--- src/rtl/unbalance_monitor_pkg.sv ---
// rtl/unbalance_monitor_pkg.sv - shared constants, state encoding and width helper for the unbalance monitor
package unbalance_monitor_pkg;

  typedef enum logic [1:0] {
    ST_IDLE,
    ST_DIV_NEG,
    ST_DIV_ZERO,
    ST_CHECK
  } state_t;

  localparam int PCT_SCALE    = 100;
  localparam int PCT_MAX_DFLT = 255;

  // 100 < 2^7, so 100*amp needs seven extra bits over the amplitude width
  function automatic int qw_of(input int m);
    return m + 7;
  endfunction

endpackage

--- src/rtl/unbalance_monitor_seq_divider.sv ---
// rtl/unbalance_monitor_seq_divider.sv - restoring divider, one quotient bit per clock
module seq_divider #(
  parameter int NW = 21,
  parameter int DW = 14
) (
  input  logic          clk,
  input  logic          rst,
  input  logic          start,
  input  logic [NW-1:0] dividend,
  input  logic [DW-1:0] divisor,
  output logic          done,
  output logic [NW-1:0] quotient
);

  localparam int CW = $clog2(NW + 1);

  logic [DW:0]   rem;
  logic [NW-1:0] quo;
  logic [DW-1:0] dvs;
  logic [CW-1:0] cnt;
  logic          active;

  logic [DW:0]   rem_sh;
  logic [DW:0]   rem_diff;
  logic          fits;

  // dividend bits shift out of quo into the remainder as quotient bits shift in
  always_comb begin
    rem_sh   = {rem[DW-1:0], quo[NW-1]};
    fits     = (rem_sh >= {1'b0, dvs});
    rem_diff = rem_sh - {1'b0, dvs};
  end

  always_ff @(posedge clk or posedge rst) begin
    if (rst) begin
      rem    <= '0;
      quo    <= '0;
      dvs    <= '0;
      cnt    <= '0;
      active <= 1'b0;
      done   <= 1'b0;
    end else begin
      done <= 1'b0;
      if (start && !active) begin
        rem    <= '0;
        quo    <= dividend;
        dvs    <= divisor;
        cnt    <= CW'(NW);
        active <= 1'b1;
      end else if (active) begin
        rem <= fits ? rem_diff : rem_sh;
        quo <= {quo[NW-2:0], fits};
        cnt <= cnt - CW'(1);
        if (cnt == CW'(1)) begin
          active <= 1'b0;
          done   <= 1'b1;
        end
      end
    end
  end

  assign quotient = quo;

endmodule

--- src/rtl/unbalance_monitor.sv ---
// rtl/unbalance_monitor.sv - voltage unbalance factors with debounced hysteretic alarm
module unbalance_monitor
  import unbalance_monitor_pkg::*;
#(
  parameter int M       = 14,
  parameter int PCT_MAX = PCT_MAX_DFLT
) (
  input  logic         clk,
  input  logic         rst,
  input  logic         sample_en,
  input  logic [M-1:0] Vpos_amp,
  input  logic [M-1:0] Vneg_amp,
  input  logic [M-1:0] Vzero_amp,
  input  logic [7:0]   thr_pct,
  input  logic [7:0]   hyst_pct,
  input  logic [7:0]   hold_cnt,
  output logic [7:0]   vuf_pct,
  output logic [7:0]   zuf_pct,
  output logic         vuf_valid,
  output logic         alarm,
  output logic         busy,
  output logic         overrun
);

  localparam int QW = qw_of(M);

  state_t        state, state_nxt;
  logic [M-1:0]  pos_amp;
  logic [M-1:0]  zero_amp;
  logic [QW-1:0] q_neg;
  logic [7:0]    run_cnt;

  logic          div_start;
  logic [QW-1:0] div_dividend;
  logic [M-1:0]  div_divisor;
  logic          div_done;
  logic [QW-1:0] div_quo;

  logic [7:0]    vuf_new, zuf_new;
  logic [7:0]    h_eff, clr_lvl, run_inc;
  logic          hit;

  function automatic logic [7:0] sat_pct(input logic [QW-1:0] q);
    return (q > QW'(PCT_MAX)) ? 8'(PCT_MAX) : q[7:0];
  endfunction

  seq_divider #(.NW(QW), .DW(M)) u_div (
    .clk      (clk),
    .rst      (rst),
    .start    (div_start),
    .dividend (div_dividend),
    .divisor  (div_divisor),
    .done     (div_done),
    .quotient (div_quo)
  );

  always_ff @(posedge clk or posedge rst) begin
    if (rst) state <= ST_IDLE;
    else     state <= state_nxt;
  end

  // the neg division starts straight from the ports; the zero division from the latched copies
  always_comb begin
    state_nxt    = state;
    div_start    = 1'b0;
    div_dividend = '0;
    div_divisor  = '0;
    case (state)
      ST_IDLE: begin
        if (sample_en) begin
          state_nxt    = ST_DIV_NEG;
          div_start    = 1'b1;
          div_dividend = QW'(Vneg_amp) * QW'(PCT_SCALE);
          div_divisor  = Vpos_amp;
        end
      end
      ST_DIV_NEG: begin
        if (div_done) begin
          state_nxt    = ST_DIV_ZERO;
          div_start    = 1'b1;
          div_dividend = QW'(zero_amp) * QW'(PCT_SCALE);
          div_divisor  = pos_amp;
        end
      end
      ST_DIV_ZERO: begin
        if (div_done) state_nxt = ST_CHECK;
      end
      default: state_nxt = ST_IDLE;
    endcase
  end

  always_comb begin
    vuf_new = (pos_amp == '0) ? 8'(PCT_MAX) : sat_pct(q_neg);
    zuf_new = (pos_amp == '0) ? 8'(PCT_MAX) : sat_pct(div_quo);
    h_eff   = (hold_cnt == 8'd0) ? 8'd1 : hold_cnt;
    clr_lvl = (thr_pct > hyst_pct) ? (thr_pct - hyst_pct) : 8'd0;
    hit     = alarm ? (vuf_new < clr_lvl) : (vuf_new >= thr_pct);
    run_inc = (run_cnt == 8'hFF) ? 8'hFF : (run_cnt + 8'd1);
  end

  // results, alarm and the vuf_valid pulse all land on the edge that enters CHECK
  always_ff @(posedge clk or posedge rst) begin
    if (rst) begin
      pos_amp   <= '0;
      zero_amp  <= '0;
      q_neg     <= '0;
      run_cnt   <= '0;
      vuf_pct   <= '0;
      zuf_pct   <= '0;
      vuf_valid <= 1'b0;
      alarm     <= 1'b0;
      busy      <= 1'b0;
      overrun   <= 1'b0;
    end else begin
      vuf_valid <= 1'b0;
      if (state == ST_IDLE && sample_en) begin
        pos_amp  <= Vpos_amp;
        zero_amp <= Vzero_amp;
        busy     <= 1'b1;
      end
      if (sample_en && busy) overrun <= 1'b1;
      if (state == ST_DIV_NEG && div_done) q_neg <= div_quo;
      if (state == ST_DIV_ZERO && div_done) begin
        vuf_pct   <= vuf_new;
        zuf_pct   <= zuf_new;
        vuf_valid <= 1'b1;
        busy      <= 1'b0;
        if (!hit) begin
          run_cnt <= 8'd0;
        end else if (run_inc >= h_eff) begin
          alarm   <= ~alarm;
          run_cnt <= 8'd0;
        end else begin
          run_cnt <= run_inc;
        end
      end
    end
  end

endmodule

--- config.mk ---
export PLATFORM = sky130hd
export DESIGN_NAME = unbalance_monitor
export DESIGN_NICKNAME = d
export VERILOG_FILES = /design/src/rtl/unbalance_monitor_pkg.sv /design/src/rtl/unbalance_monitor_seq_divider.sv /design/src/rtl/unbalance_monitor.sv
export SDC_FILE = /design/constraint.sdc
export NUM_CORES = 1
export LEC_CHECK = 0
export CORE_MARGIN = 2
export CORE_UTILIZATION = 54
export CTS_CLUSTER_DIAMETER = 40
export CTS_CLUSTER_SIZE = 25
export DETAILED_ROUTE_END_ITERATION = 10
export GPL_TIMING_DRIVEN = 0
export PLACE_DENSITY = 0.88
export SYNTH_ARGS = -nofsm -noshare
export SYNTH_HDL_FRONTEND = slang
export SYNTH_SLANG_ARGS = --single-unit
export TNS_END_PERCENT = 10
--- constraint.sdc ---
create_clock -name clk -period 5.35 [get_ports clk]
set_clock_uncertainty 0.05 [all_clocks]
set_input_delay 1.605 -clock clk [delete_from_list [all_inputs] [get_ports clk]]
set_output_delay 1.605 -clock clk [all_outputs]
set_load 0.01 [all_outputs]
== Yosys cells after proc, flatten, opt, wreduce, memory -nomap -nowiden ==
Index checks and enable logic that the tools add are counted.

* Bits in registers: 135
* Input bits: 69
* Output and inout bits: 20
* Word-level logic and storage cells: 90

* $mul: 2
* Muxes and demuxes: 39
* Bitwise gates (word level): 1
* Reductions and logical operators: 13
* Equal/unequal tests: 7
* Add/sub/neg operators: 4
* Order comparisons: 7

{| class="wikitable"
|+ Operators with widths
! kind !! number
|-
| two-way mux 21 bit || 4
|-
| two-way mux 8 bit || 9
|-
| two-way mux 14 bit || 5
|-
| > comparator 21 x 8 -> 1 bit, second input constant || 2
|-
| case mux 21 bit (2 select lines) || 1
|-
| multiplier 14 x 5 -> 19 bit, second input constant || 2
|-
| case mux 14 bit (2 select lines) || 1
|-
| >= comparator 8 bit || 2
|-
| >= comparator 15 x 14 -> 1 bit || 1
|-
| zero test 14 bit || 1
|-
| subtractor 14 bit || 1
|-
| two-way mux 1 bit || 12
|-
| two-way mux 5 bit || 2
|-
| adder 8 x 1 -> 8 bit, second input constant || 1
|-
| equality test 8 bit, second input constant || 1
|-
| > comparator 8 bit || 1
|-
| zero test 8 bit || 1
|-
| < comparator 8 bit || 1
|-
| subtractor 8 bit || 1
|-
| two-way mux 2 bit || 3
|-
| case mux 2 bit (3 select lines) || 1
|-
| AND reduction 3 bit || 2
|-
| equality test 5 x 1 -> 1 bit, second input constant || 1
|-
| logical AND 1 bit || 5
|-
| other kinds (10) || 12
|}

== Longest topological paths before layout ==
Gate-level depths: netlist (run 1).

* Depth in word-level cells: 6
* Depth in mapped cells: 20
* Mapped depth without buffers: 18

== Hierarchy ==
A second synthesis (run 1) with hierarchy kept.

* Cells, all modules: 1,194
* Area total of the unflattened synthesis: 10,500.1 sq um

{| class="wikitable"
|+ Modules (own cells, without submodules)
! module !! cells an instance !! area an instance (sq um) !! instances
|-
| unbalance_monitor || 835 || 7,161.9 || 1
|-
| seq_divider || 359 || 3,338.2 || 1
|}

== Least setup slack after synthesis (run 1) ==
OpenSTA, ideal clock, no wires.

* Path type: in2reg
* From: input thr_pct[0]
* To: register run_cnt[3]
* Buffers on the path: 2
* Required time: 5.179 ns
* Stages: 19
* Path slack: 0.788 ns
* Arrival time: 4.391 ns
* Path through: inv_1 ha_1 inv_1 fa_1 a21o_1 a21oi_1 o221ai_1 and2_1 clkbuf_1 nand2_1 ha_1 nor2_1 nor4b_1 a31oi_1 maj3_2 o21ai_2 o21ba_1 buf_6 a22o_1

* Cells in the longest elaborated chain, start to end: 5
* Elaborated cells on any way between the ends: 7
* Those cells by class: 1 x add/sub; 3 x order compare; 3 x mux

{| class="wikitable"
|+ Ends and longest elaborated chain
! item !! line !! source
|-
| start, declared || unbalance_monitor.sv:14 || <nowiki>input logic [7:0] thr_pct,</nowiki>
|-
| subtractor 8 bit or > comparator 8 bit (tied branches) || unbalance_monitor.sv:96 || <nowiki>clr_lvl = (thr_pct > hyst_pct) ? (thr_pct - hyst_pct) : 8'd0;</nowiki>
|-
| two-way mux 8 bit || unbalance_monitor.sv:96 ||
|-
| < comparator 8 bit || unbalance_monitor.sv:97 || <nowiki>hit = alarm ? (vuf_new < clr_lvl) : (vuf_new >= thr_pct);</nowiki>
|-
| two-way mux 1 bit * || unbalance_monitor.sv:97 ||
|-
| two-way mux 8 bit * || unbalance_monitor.sv:128 || <nowiki>if (!hit) begin</nowiki>
|-
| end signal, assigned || unbalance_monitor.sv:134 || <nowiki>run_cnt <= run_inc;</nowiki>
|-
| end, declared || unbalance_monitor.sv:31 || <nowiki>logic [7:0] run_cnt;</nowiki>
|}

Every way passes the cells marked *; elsewhere a longest branch is shown, timed or not.
A chain may end at the register's enable or synchronous reset.

== Final worst setup path (run 1) ==
* From: input thr_pct[0]
* To: register run_cnt[6]

Same word-level chain as after synthesis.

==> results by group, run 1 <==
Run status
  – Result of the run: completed

Place
  – HPWL Detailed: 18700 microns
  – Number of port buffers: 88
  – GPL Wtd Cong: 0.909
  – Worst slack, placed: -0.0792 ns

GRT
  – Largest net degree at the start of global routing: 94
  – First-pass GRT wire length: 41500 microns
  – Vias in the first global route: 8810
  – Total gr overflow: 0
  – GRT Util Overall: 0.256
  – Initial antenna violation count: 0

Pwr
  – PD cells: 635 mW/mm^2
  – Total power draw: 7.61 mW
  – Leakage power: 5.92 nW
  – Maximum vdd ir drop: 0.295 mV

Synth
  – Mean Syn Cell Area: 8.76 sq um
  – Post-synthesis register bit count: 135
  – Yosys cell types: 73
  – Netlist Area Pre-Place: 0.0102 sq mm
  – Most used DFF post-synth: dfrtp_1
  – Post-synth EDFFs: 0
  – Syn Inst Count: 1165
  – Fraction of registers with async set/reset: 1.00
  – Syn nets: 1395
  – Synth warnings: 0
  – Seq/Total Area, Yosys: 0.331

Die
  – Top Ports: 89
  – Core area: 0.0186 sq mm
  – Initial Utilization: 0.548
  – Full die area: 0.0200 sq mm
  – Die Ht: 141 microns
  – Width of the chip: 141 microns
  – Core Rows: 50

Critical path
  – Largest stage delay on the critical path: 0.45 ns
  – Crit Path Max Fanout: 8
  – Worst EP required: 5.66 ns
  – Setup crit end kind: register
  – Cells along the critical path: clkdlybuf4s50_1, inv_1, ha_1, inv_1, fa_1, a21o_1, a21oi_2, o221ai_1, and2_1, clkbuf_1, nand2_1, ha_1, nor2_1, nor4b_1, a31oi_1, maj3_2, o21ai_2, o21ba_1, buf_6, a22o_1
  – CP arrival: 5.34 ns
  – Slowest CP cell: clkdlybuf4s50_1
  – Crit path launch type: input pin
  – CP Class: input pin to register

STA
  – Worst-Margin Slew: 0.675 ns
  – Slew headroom: 0.550
  – Slew Viols, Final: 0
  – Fin Setup TNS: 0 ns
  – Final setup viols: 0
  – Final worst path period share: 0.940
  – Max Freq: 199 MHz
  – Post-layout minimum cycle time: 5.03 ns
  – Hold Vio Cnt, Final: 0
  – RSZ-0062 raised after global routing: false
  – Final WS setup: 0.322 ns

CTS
  – Clk sinks: 135
  – CTS tree: built
  – Hold Buf Count CTS: 0
  – CTS Buf Count: 17
  – Clk pin slew, worst setup/hold paths: 0.06 ns
  – Clock Tree Buf Depth: 2
  – Clock root buffer: clkbuf_16
  – Clk Latency, worst-skew pair: 0.42 ns
  – H-Tree Depth: 4
  – Post-CTS Setup Bufs: 0
  – # resized after CTS: 0

Final layout
  – Most frequent cells in the layout: nand2_1 (193), inv_1 (147), ha_1 (141)
  – Nets: 1503
  – Layout cells sized above 1: 0.0568
  – Diode count: 0
  – Commonest non-fill, non-tap cell in the layout: nand2_1
  – Layout area overhead: 17.4%

Detailed routing
  – First DRT Iteration DRCs: 618
  – DR vias/cell: 5.76
  – Vias after detailed routing: 8747
  – DR DRC count: 0
  – Post-DRT Antenna Nets: 0
  – DRT Pass-1 Iters: 7
  – WL final: 24500 microns
  – WL/cell: 16.1 microns

Run
  – Max-capacitance violation count: 0

Hold path
  – Hold/Removal Path Class: register to register
[power by group]
group,switching (mW),leakage [nW],internal [mW]
Clock,0.478,0.273,0.649
Sequential,0.389,1.67,1.47
Combinational,2.57,3.98,2.04
[path summary, 6_finish.rpt]
| kind | start | to | slack [ns] | depth (start not counted) |
|---|---|---|---|---|
| worst max-delay path | thr_pct[0] | run_cnt[6] | 0.32 | 20 |
| worst min-delay path | overrun | overrun | 0.40 | 1 |
| worst max register to register | zero_amp[2] | u_div.quotient[18] | 1.67 | 12 |
| worst min register to register | overrun | overrun | 0.40 | 1 |
| max in group asynchronous | rst | vuf_pct[5] | 2.95 | 3 |
| min in group asynchronous | rst | u_div.rem[8] | 1.53 | 2 |
[routing by layer]
metal  up-vias  part of all wire  wire length (microns)  track usage
li1       4252                 -                      -            -
met1      4168              0.44                  10700        0.330
met2       283              0.48                  11800        0.439
met3        44             0.062                   1510       0.0449
met4         0             0.020                    481       0.0853
met5         -                 0                      0            0
[state kept, by name, summed over array words and instances, names as in the netlist, 2 cells and up]
| name | count |
|---|---|
| vuf_pct | 8 |
| u_div.quotient | 21 |
| state | 2 |
| pos_amp | 14 |
| u_div.rem | 14 |
| zuf_pct | 8 |
| q_neg | 21 |
| u_div.dvs | 14 |
| run_cnt | 8 |
| zero_amp | 14 |
| u_div.cnt | 5 |
[Yosys cell counts, drive strengths merged (14+ instances only)]
| master | count | share of area |
|---|---|---|
| a21o | 14 | 0.010 |
| a21oi | 47 | 0.023 |
| a22oi | 21 | 0.015 |
| buf | 14 | 0.0075 |
| clkbuf | 26 | 0.0096 |
| dfrtp | 135 | 0.33 |
| fa | 20 | 0.039 |
| ha | 141 | 0.17 |
| inv | 148 | 0.054 |
| nand2 | 194 | 0.072 |
| nor2 | 43 | 0.017 |
| nor3 | 22 | 0.011 |
| o21ai | 78 | 0.039 |
| xnor2 | 17 | 0.015 |
| xor2 | 16 | 0.014 |
[cells by family (layout without fill, tap and decap cells)]
group                      after synthesis  count (layout)  synth area share
xor gates and xnor gates                33              33            0.0283
and+or+nand+nor                        359             359             0.164
buffers and inverters                  189             309            0.0718
adders and majority gates              162             162             0.213
DFF                                    135             135             0.331
muxes                                   19              19            0.0197
AOI/OAI and AO/OA                      268             268             0.172
[layout make-up]
type / count / area [sq um]
plain buffers: 40 / 174
clock buffers: 17 / 425
clock inverters: 14 / 140
fillers: 1459 / 6660
inverters: 149 / 564
multi-input cells: 841 / 6100
flip-flops and latches: 135 / 3380
well taps: 234 / 293
repair buffers: 89 / 908
[stage by stage]
| stage | cells | utilization | cell area, sq um | hold slack [ns] |
|---|---|---|---|---|
| after global routing | 1519 | 0.643 | 12000 | 0.435 |
| after floorplan | 1165 | - | 10200 | 0.389 |
| after detailed placement | 1488 | 0.612 | 11400 | 0.393 |
| final | 1519 | 0.643 | 12000 | 0.402 |
| after global placement | 1487 | 0.611 | 11400 | 0.389 |
| after CTS | 1519 | 0.643 | 12000 | 0.406 |
[worst max-delay path: cells and delay by family]
family / cells / cell delay, ns
compound gates: 7 / 1.13
buf+inv: 5 / 0.94
fa+ha+maj: 4 / 0.93
simple gates: 4 / 0.72
Power figures use the tool's default switching activity.
==> run 2: changes to the inputs <==
Settings changed: ABC_AREA from default to 1.
==> run 2 against run 1 <==
Net effect: power up 2.8%; highest routed layer unchanged; synthesized cell count is 18% higher; largest cell class unchanged; critical path type unchanged; die area grew 2.9%; cell count rose by 16%; synthesized area up 3.0%; fmax is 8.0% higher; global-route usage is 0.20 points lower.
==> results by group, run 2 <==
Final layout
  – Nets: 1715
  – Layout area overhead: 17.6%
  – Multi-input logic area: 0.00597 sq mm
  – Commonest non-fill, non-tap cell in the layout: nand2_1
  – Register area: 0.00338 sq mm
  – Layout cells sized above 1: 0.0554
  – Most frequent cells in the layout: nand2_1 (280), inv_1 (261), ha_1 (141)
  – Final core occ: 0.641
  – Filler cells: 1639
  – Diode count: 0

Critical path
  – CP Launch Point: Vneg_amp[9]
  – FF-to-FF Start: zero_amp[4]
  – Crit path launch type: input pin
  – Worst EP required: 5.62 ns
  – FF-to-FF path depth: 17
  – Worst R2R Setup Slack: 1.72 ns
  – Worst setup endpoint: u_div.quotient[20]
  – CP arrival: 4.92 ns
  – Setup crit end kind: register
  – Crit Path Max Fanout: 5
  – CP Class: input pin to register
  – Reg-to-Reg End: u_div.quotient[17]

STA
  – Worst-Margin Slew: 1.32 ns
  – Final worst path period share: 0.870
  – Post-layout minimum cycle time: 4.65 ns
  – Hold Vio Cnt, Final: 0
  – Final setup viols: 0
  – Slew Viols, Final: 0
  – Max Freq: 215 MHz
  – RSZ-0062 raised after global routing: false
  – Fin Hold WS: 0.403 ns
  – Final WS setup: 0.696 ns
  – Fin Setup TNS: 0 ns
  – Slew headroom: 0.115

Synth
  – Post-synthesis register bit count: 135
  – Most used DFF post-synth: dfrtp_1
  – Most frequent cell after synthesis: nand2_1
  – Synth warnings: 0
  – Fraction of registers with async set/reset: 1.00
  – Post-synth top area cell: dfrtp_1
  – Post-synth top cells: nand2_1 (280), inv_1 (262), ha_1 (141), dfrtp_1 (135), o21ai_0 (124)
  – Yosys cell types: 53
  – Mean Syn Cell Area: 7.63 sq um
  – Share of the synthesized area in the top cell type: 0.321
  – Post-synth EDFFs: 0
  – Syn nets: 1607
  – Netlist Area Pre-Place: 0.0105 sq mm
  – Main area contributors after synthesis: dfrtp_1 (32%), ha_1 (17%), nand2_1 (10%)
  – Seq/Total Area, Yosys: 0.321
  – Syn Inst Count: 1377

Run status
  – Result of the run: completed

Pwr
  – Leakage power: 6.44 nW
  – Total power draw: 7.82 mW
  – PD cells: 633 mW/mm^2
  – Maximum vdd ir drop: 0.408 mV

Die
  – Core Rows: 51
  – Width of the chip: 144 microns
  – Die Ht: 144 microns
  – Full die area: 0.0206 sq mm
  – Top Ports: 89
  – Core area: 0.0193 sq mm
  – Initial Utilization: 0.545

Place
  – HPWL Detailed: 19900 microns
  – Number of port buffers: 88
  – GPL Wtd Cong: 0.945
  – Worst slack, placed: 0.309 ns

CTS
  – Clk pin slew, worst setup/hold paths: 0.06 ns
  – CTS tree: built
  – Hold Buf Count CTS: 0
  – Clk sinks: 135
  – Clock Tree Buf Depth: 2
  – CTS Buf Count: 17
  – Clk Latency, worst-skew pair: 0.43 ns
  – # resized after CTS: 0
  – Post-CTS Setup Bufs: 0
  – H-Tree Depth: 4
  – Clock root buffer: clkbuf_16

Hold path
  – Hold path cells: 1
  – Hold/Removal Path Class: register to register

GRT
  – Vias in the first global route: 9313
  – Initial antenna violation count: 0
  – First-pass GRT wire length: 42200 microns
  – Total gr overflow: 0
  – GRT Util Overall: 0.254
  – Largest net degree at the start of global routing: 92

Detailed routing
  – First DRT Iteration DRCs: 522
  – DR vias/cell: 5.39
  – Post-DRT Antenna Nets: 0
  – Vias after detailed routing: 9500
  – WL/cell: 14.5 microns
  – DR DRC count: 0
  – WL final: 25500 microns
  – DRT Pass-1 Iters: 5

Run
  – Max-capacitance violation count: 0
-- run 2: where the power goes --
part / total, mW / internal [mW] / switching (mW) / leakage (nW)
Combinational: 4.97 / 1.85 / 3.12 / 4.47
Sequential: 1.63 / 1.39 / 0.244 / 1.69
Clock: 1.21 / 0.736 / 0.477 / 0.285
-- run 2: final cells by class --
type / instances / share of cell area
clock buffer: 18 / 0.0347
buffer: 35 / 0.0124
timing repair buffer: 89 / 0.0735
multi-input combinational: 938 / 0.483
inverter: 269 / 0.0821
clock inverter: 13 / 0.0140
sequential: 135 / 0.273
tap: 265 / 0.0268
-- run 2: logic make-up (layout without fill, tap and decap cells) --
logic type	after synthesis	count (layout)	share of synthesized area
AND/OR/NAND/NOR	457	457	0.183
XOR/XNOR	15	15	0.0125
buffers and inverters	304	424	0.111
flip-flops	135	135	0.321
AO/OA/AOI/OAI	305	305	0.167
adder cells (fa/ha/maj)	161	161	0.206
-- run 2: how the worst min path moves through the flow --
| stage | start | to | slack, ns |
|---|---|---|---|
| 5_1_grt | overrun | overrun | 0.43 |
| 2_1_floorplan | u_div.cnt[4] | u_div.done | 0.38 |
| 6_report | overrun | overrun | 0.40 |
| 4_1_cts | overrun | overrun | 0.41 |
| 3_5_place_dp | overrun | overrun | 0.40 |
| 3_3_place_gp | overrun | overrun | 0.39 |
-- run 2: per-layer routing --
layer  part of all wire  GRT usage  routed length, microns
met1               0.44      0.323                   11200
met2               0.47      0.434                   12100
met3              0.057     0.0370                    1470
met4              0.030      0.106                     769
met5                  0          0                       0
-- run 2: worst max-delay path, stage by stage --
cell             delay, ns
clkdlybuf4s50_1       0.46
ha_1                  0.31
ha_1                  0.27
inv_1                 0.05
fa_1                  0.51
inv_1                 0.05
ha_1                  0.33
a21oi_1               0.27
o21ai_0               0.15
a221oi_1              0.34
nand3b_1              0.12
nand3_1               0.15
nand2_1               0.09
a21oi_1               0.14
nor2_1                0.06
-- run 2: stage by stage --
stage / std cells / instance area (sq um)
2_1_floorplan: 1377 / 10500
3_3_place_gp: 1730 / 11700
3_5_place_dp: 1731 / 11800
4_1_cts: 1762 / 12400
5_1_grt: 1762 / 12400
6_report: 1762 / 12400
